File: config.mk
export PLATFORM = sky130hd
export DESIGN_NAME = mem_writeback
export DESIGN_NICKNAME = d
export VERILOG_FILES = /design/src/rtl/mem_writeback.sv
export SDC_FILE = /design/constraint.sdc
export NUM_CORES = 1
export LEC_CHECK = 0
export BUFFER_PORTS_ARGS = -buffer_cell sky130_fd_sc_hd__buf_2
export CELL_PAD_IN_SITES_DETAIL_PLACEMENT = 0
export CELL_PAD_IN_SITES_GLOBAL_PLACEMENT = 2
export CORE_ASPECT_RATIO = 0.7
export CORE_MARGIN = 8
export CORE_UTILIZATION = 29
export CTS_CLUSTER_DIAMETER = 30
export DETAILED_ROUTE_END_ITERATION = 6
export PLACE_DENSITY = 0.92
export SLEW_MARGIN = 5
export SYNTH_ARGS = -nofsm -noshare
export SYNTH_HDL_FRONTEND = slang
export SYNTH_SLANG_ARGS = --single-unit
File: constraint.sdc
create_clock -name clk -period 3.5 [get_ports clk]
set_clock_uncertainty 0.15 [all_clocks]
set_input_delay 0.7 -clock clk [delete_from_list [all_inputs] [get_ports clk]]
set_output_delay 0.7 -clock clk [all_outputs]
set_load 0.02 [all_outputs]
File: src/rtl/mem_writeback.sv
// mem_writeback: final pipeline stage. Registers the execute result, runs
// data-memory loads/stores over a valid/ready request + response interface,
// aligns/extends load data and drives the register-file write port, which
// doubles as the forwarding source back to execute.
// Optional feature macro: MISALIGN_CHECK_EN (adds the misaligned port and
// suppresses misaligned half/word accesses).
module mem_writeback #(
  parameter int XLEN = 32
) (
  input  logic        clk,
  input  logic        rst_n,
  input  logic        ex_valid,
  input  logic [31:0] ex_result,
  input  logic [31:0] ex_store_data,
  input  logic [4:0]  ex_rd,
  input  logic        ex_reg_we,
  input  logic        ex_mem_read,
  input  logic        ex_mem_write,
  input  logic [2:0]  ex_funct3,
  output logic        stall,
  output logic [31:0] previous,
  output logic [4:0]  prev_rd,
  output logic        prev_reg_we,
  output logic        dmem_req_valid,
  input  logic        dmem_req_ready,
  output logic        dmem_we,
  output logic [31:0] dmem_addr,
  output logic [31:0] dmem_wdata,
  output logic [3:0]  dmem_wmask,
  input  logic        dmem_resp_valid,
  input  logic [31:0] dmem_resp_rdata
`ifdef MISALIGN_CHECK_EN
  ,
  output logic        misaligned
`endif
);

  typedef enum logic [1:0] {IDLE, REQ, RESP} state_t;

  state_t      state, state_nxt;
  logic [1:0]  acc_off;
  logic [2:0]  acc_f3;
  logic [4:0]  acc_rd;
  logic        mem_op;
  logic        bad_align;
  logic [31:0] st_data;
  logic [3:0]  st_mask;
  logic [7:0]  ld_byte;
  logic [15:0] ld_half;
  logic [31:0] ld_data;

  assign mem_op = ex_mem_read | ex_mem_write;
  assign stall  = (state != IDLE);

`ifdef MISALIGN_CHECK_EN
  // Halves must be 2-byte aligned, words 4-byte aligned.
  always_comb begin
    bad_align = 1'b0;
    case (ex_funct3[1:0])
      2'b01:   bad_align = ex_result[0];
      2'b10:   bad_align = |ex_result[1:0];
      default: bad_align = 1'b0;
    endcase
  end
`else
  // Without the check, low address bits below the access size are ignored.
  assign bad_align = 1'b0;
`endif

  // Store lane replication and byte enables from size and low address bits.
  always_comb begin
    st_data = ex_store_data;
    st_mask = 4'b1111;
    case (ex_funct3[1:0])
      2'b00: begin
        st_data = {4{ex_store_data[7:0]}};
        st_mask = 4'b0001 << ex_result[1:0];
      end
      2'b01: begin
        st_data = {2{ex_store_data[15:0]}};
        st_mask = ex_result[1] ? 4'b1100 : 4'b0011;
      end
      default: begin
        st_data = ex_store_data;
        st_mask = 4'b1111;
      end
    endcase
  end

  // Load lane select and sign/zero extension; funct3[2] marks unsigned.
  always_comb begin
    ld_byte = dmem_resp_rdata[8*acc_off +: 8];
    ld_half = acc_off[1] ? dmem_resp_rdata[31:16] : dmem_resp_rdata[15:0];
    case (acc_f3[1:0])
      2'b00:   ld_data = {{24{ld_byte[7] & ~acc_f3[2]}}, ld_byte};
      2'b01:   ld_data = {{16{ld_half[15] & ~acc_f3[2]}}, ld_half};
      default: ld_data = dmem_resp_rdata;
    endcase
  end

  // Next-state logic for the memory access sequencer.
  always_comb begin
    state_nxt      = state;
    dmem_req_valid = 1'b0;
    case (state)
      IDLE: if (ex_valid && mem_op && !bad_align) state_nxt = REQ;
      REQ: begin
        dmem_req_valid = 1'b1;
        if (dmem_req_ready) state_nxt = dmem_we ? IDLE : RESP;
      end
      RESP:    if (dmem_resp_valid) state_nxt = IDLE;
      default: state_nxt = IDLE;
    endcase
  end

  // State register.
  always_ff @(posedge clk) begin
    if (!rst_n) state <= IDLE;
    else        state <= state_nxt;
  end

  // Writeback/forwarding registers and latched request fields.
  always_ff @(posedge clk) begin
    if (!rst_n) begin
      previous    <= '0;
      prev_rd     <= '0;
      prev_reg_we <= 1'b0;
      dmem_addr   <= '0;
      dmem_wdata  <= '0;
      dmem_wmask  <= '0;
      dmem_we     <= 1'b0;
      acc_off     <= '0;
      acc_f3      <= '0;
      acc_rd      <= '0;
`ifdef MISALIGN_CHECK_EN
      misaligned  <= 1'b0;
`endif
    end else begin
`ifdef MISALIGN_CHECK_EN
      misaligned <= 1'b0;
`endif
      case (state)
        IDLE: begin
          prev_reg_we <= 1'b0;
          if (ex_valid && !mem_op) begin
            previous    <= ex_result;
            prev_rd     <= ex_rd;
            prev_reg_we <= ex_reg_we & (ex_rd != 5'd0);
          end else if (ex_valid && mem_op) begin
            if (bad_align) begin
`ifdef MISALIGN_CHECK_EN
              misaligned <= 1'b1;
`endif
            end else begin
              dmem_addr  <= {ex_result[31:2], 2'b00};
              dmem_we    <= ex_mem_write;
              dmem_wdata <= st_data;
              dmem_wmask <= ex_mem_write ? st_mask : 4'b0000;
              acc_off    <= ex_result[1:0];
              acc_f3     <= ex_funct3;
              acc_rd     <= ex_rd;
            end
          end
        end
        REQ:  prev_reg_we <= 1'b0;
        RESP: begin
          prev_reg_we <= 1'b0;
          if (dmem_resp_valid) begin
            previous    <= ld_data;
            prev_rd     <= acc_rd;
            prev_reg_we <= (acc_rd != 5'd0);
          end
        end
        default: prev_reg_we <= 1'b0;
      endcase
    end
  end

endmodule

==> qor.txt <==
CP peak stage delay: 0.59 ns
Post-route setup slack: 1.11 ns
Dominant synthesized flop cell: dfxtp_1
DR pass1 iterations: 4
P_sw: 1.16 mW
Area contributors post-synth: dfxtp_1 41%, nand2_1 13%, a21boi_0 7.9%
VDD IR max: 0.000252 V
Synth top area share: 41.1%
Synth warnings: 0
Vias: 5476
Switching fraction of total power: 29.4%
Final Hold Fails: 0
Critical path capture point type: flop
Layout cells sized above 1: 32.5%
Final design utilization: 38.8%
Final Max Slew Viols: 0
Async SR Flop Fraction: 0%
Drt total wl: 21500 um
Setup Slack @ Placement: 0.678 ns
Outcome: complete, no violations
Area of the multi-input gates: 0.00308 mm^2
RD Place Congestion: 0.811
Clk sink count: 117
Critical path origin: ex_mem_write
Vias per inst: 4.72
Type of the tightest min-delay check: reg2reg
Largest net degree at the start of global routing: 58
CP max-delay cell: or4b_4
Crit start category: input port
DRT iter0 DRCs: 345
Post-DP Area: 0.00697 mm^2
Gate power share: 16.4%
CTS root buf: clkbuf_16
Number of synthesized flops with an enable pin: 0
WP data required: 3.71 ns
Clock latency on the worst-skew pair: 0.42 ns
Crit path capture: previous[28]$_SDFFE_PN0P_
Core Rows: 43
Ports: 221
Worst setup path class: in2reg
Pwr dens: 519 mW/mm^2
Setup TNS: 0 ns
Num CTS Buffers: 17
# DRC: 0
Routed len/inst: 18.5 um
Tmin final: 2.39 ns
Fin cells: 1161
Hold-fix buffers, CTS: 0
Fill cells: 2054
Max Clock Freq: 418 MHz
Post-route design area: 0.00758 mm^2
Worst-Margin Slew: 0.715 ns
Pint: 2.77 mW
Worst reg-to-reg path cell count: 5
Leak: 3.68 nW
Critical path, cell by cell: buf_2 -> or4b_4 -> a21oi_4 -> nand2_2 -> a211oi_1 -> a21o_1
Max Cap Violations: 0
Detail Route Antenna Nets: 0
Vias in the first global route: 5431
Total Routing Usage GR: 17.3%
Reg2Reg Launch Point: state[1]$_SDFFE_PN0P_
Post_cts resized: 0
Max FO, Critical Path: 16
Clock power frac: 46.3%
# placed instances: 1128
Post-synthesis cell area: 0.00569 mm^2
Part of the power in registers: 37.3%
Layout area overhead: 33.0%
Post-CTS Setup Repair Bufs: 0
Initial antenna violation count: 1
Die X-Extent: 183 um
Syn avg cell area: 8.30 um^2
H-tree depth: 4
Sequential fraction of the synthesis area: 41.1%
Worst reg2reg setup slack: 1.14 ns
Total grt overflow: 0
Critical path buffers and inverters: 1
RSZ-0062 raised after global routing: false
Register area: 0.00234 mm^2
Critical path depth: 6
Cell count after synthesis: 686
Core Box Area: 0.0195 mm^2
Clock slew at reported path FFs: 0.05 ns
Clk buf depth: 2
Reg-to-reg endpoint: previous[28]$_SDFFE_PN0P_
Seq cells post-synth: 117
Number of port buffers: 218
Die ar.: 0.0244 mm^2
Final cycle utilization of the critical path: 68.4%
First-pass GRT wire length: 32800 um
Final count of negative-setup-slack endpoints: 0
Synth unique cells: 44
CP arrival: 2.60 ns
Layout Nets: 989
Hpwl dp: 16000 um
CTS tree: done
Dominant cell type by area after synthesis: dfxtp_1
Initial core utilization: 29.2%
Rel. slew slack: 52.3%
Hold slack final: 0.302 ns
Total power: 3.93 mW
CP top delay family: simple AND/OR/NAND/NOR gates
Die height: 133 um
==> registers in the layout, indices dropped and copies added, names as in the netlist <==
name         count
acc_f3           3
acc_off          2
acc_rd           5
dmem_addr       30
dmem_wdata      32
dmem_we          1
dmem_wmask       4
prev_rd          5
prev_reg_we      1
previous        32
state            2
==> worst reg2reg max path, delay by kind of cell (launching register included) <==
kind / cells / cell delay (ns)
DFF: 1 / 0.37
and+or+nand+nor: 2 / 0.95
AOI/OAI and AO/OA: 3 / 0.85
==> logic make-up (layout without fill, tap and decap cells) <==
kind of cell	Yosys count	after routing	share of synthesized area, %
compound gates	198	198	26.5
mux	44	44	8.17
buf+inv	62	265	5.03
flops	117	117	41.1
simple gates	264	264	19.1
other cells	1	3	0.0659
==> worst min path at each step <==
stage,from,cells after the start,slack (ns),to
floorplan,acc_f3[2]$_SDFFE_PN0P_,2,0.29,acc_f3[2]$_SDFFE_PN0P_
global placement,previous[20]$_SDFFE_PN0P_,1,0.28,previous[20]$_SDFFE_PN0P_
detailed placement,previous[28]$_SDFFE_PN0P_,1,0.28,previous[28]$_SDFFE_PN0P_
CTS,previous[20]$_SDFFE_PN0P_,1,0.30,previous[20]$_SDFFE_PN0P_
global route,previous[21]$_SDFFE_PN0P_,1,0.32,previous[21]$_SDFFE_PN0P_
finish,previous[20]$_SDFFE_PN0P_,1,0.30,previous[20]$_SDFFE_PN0P_
==> metal layers <==
| metal | global-route usage (%) | share of wire, % | up-vias |
|---|---|---|---|
| li1 | - | - | 2762 |
| met1 | 24.3 | 49 | 2541 |
| met2 | 24.9 | 43 | 158 |
| met3 | 5.28 | 6.7 | 15 |
| met4 | 5.18 | 1.0 | 0 |
| met5 | 0 | 0 | - |
==> area by class of cell <==
cell class	count	share of cell area, %
clock buffer	17	5.62
antenna	1	0.0330
multi-input combinational	508	40.7
inverter	4	0.198
sequential	117	30.9
tap	270	4.46
timing repair buffer	229	15.7
clock inverter	15	2.38
==> power groups by stage <==
stage / combinational, mW / clock (mW) / sequential [mW]
after global placement: 0.647 / 0 / 1.49
after floorplan: 0.297 / 0 / 1.58
final: 0.645 / 1.82 / 1.47
after global routing: 0.708 / 1.92 / 1.48
after detailed placement: 0.648 / 0 / 1.50
after CTS: 0.651 / 1.85 / 1.47
==> synthesized netlist by cell type (all sizes together), types with 2 or more instances <==
master	n
a211oi	16
a21boi	60
a21o	20
a21oi	19
a31oi	2
buf	21
clkbuf	37
dfxtp	117
inv	4
mux2	10
mux2i	33
nand2	193
nand2b	3
nand3	28
nor2	24
nor2b	7
nor3	2
o2111ai	7
o211a	21
o211ai	10
o21a	2
o21ai	36
or4	2
==> cell usage in the layout (no fill, tap or decap), types with 4 or more instances in the layout <==
cell type and n:
a21oi_1 18, o2111ai_1 7, a211oi_1 6, dfxtp_1 117
clkinvlp_4 6, o211a_1 21, mux2_2 7, o211ai_1 10
nand3_1 28, nor2b_1 6, a211oi_2 10, buf_2 217
inv_1 4, nor2_1 23, clkbuf_16 17, buf_4 11
mux2i_1 33, nand2_1 192, o21ai_0 35, a21o_1 20
a21boi_0 60
(Power assumes the default switching activity.)
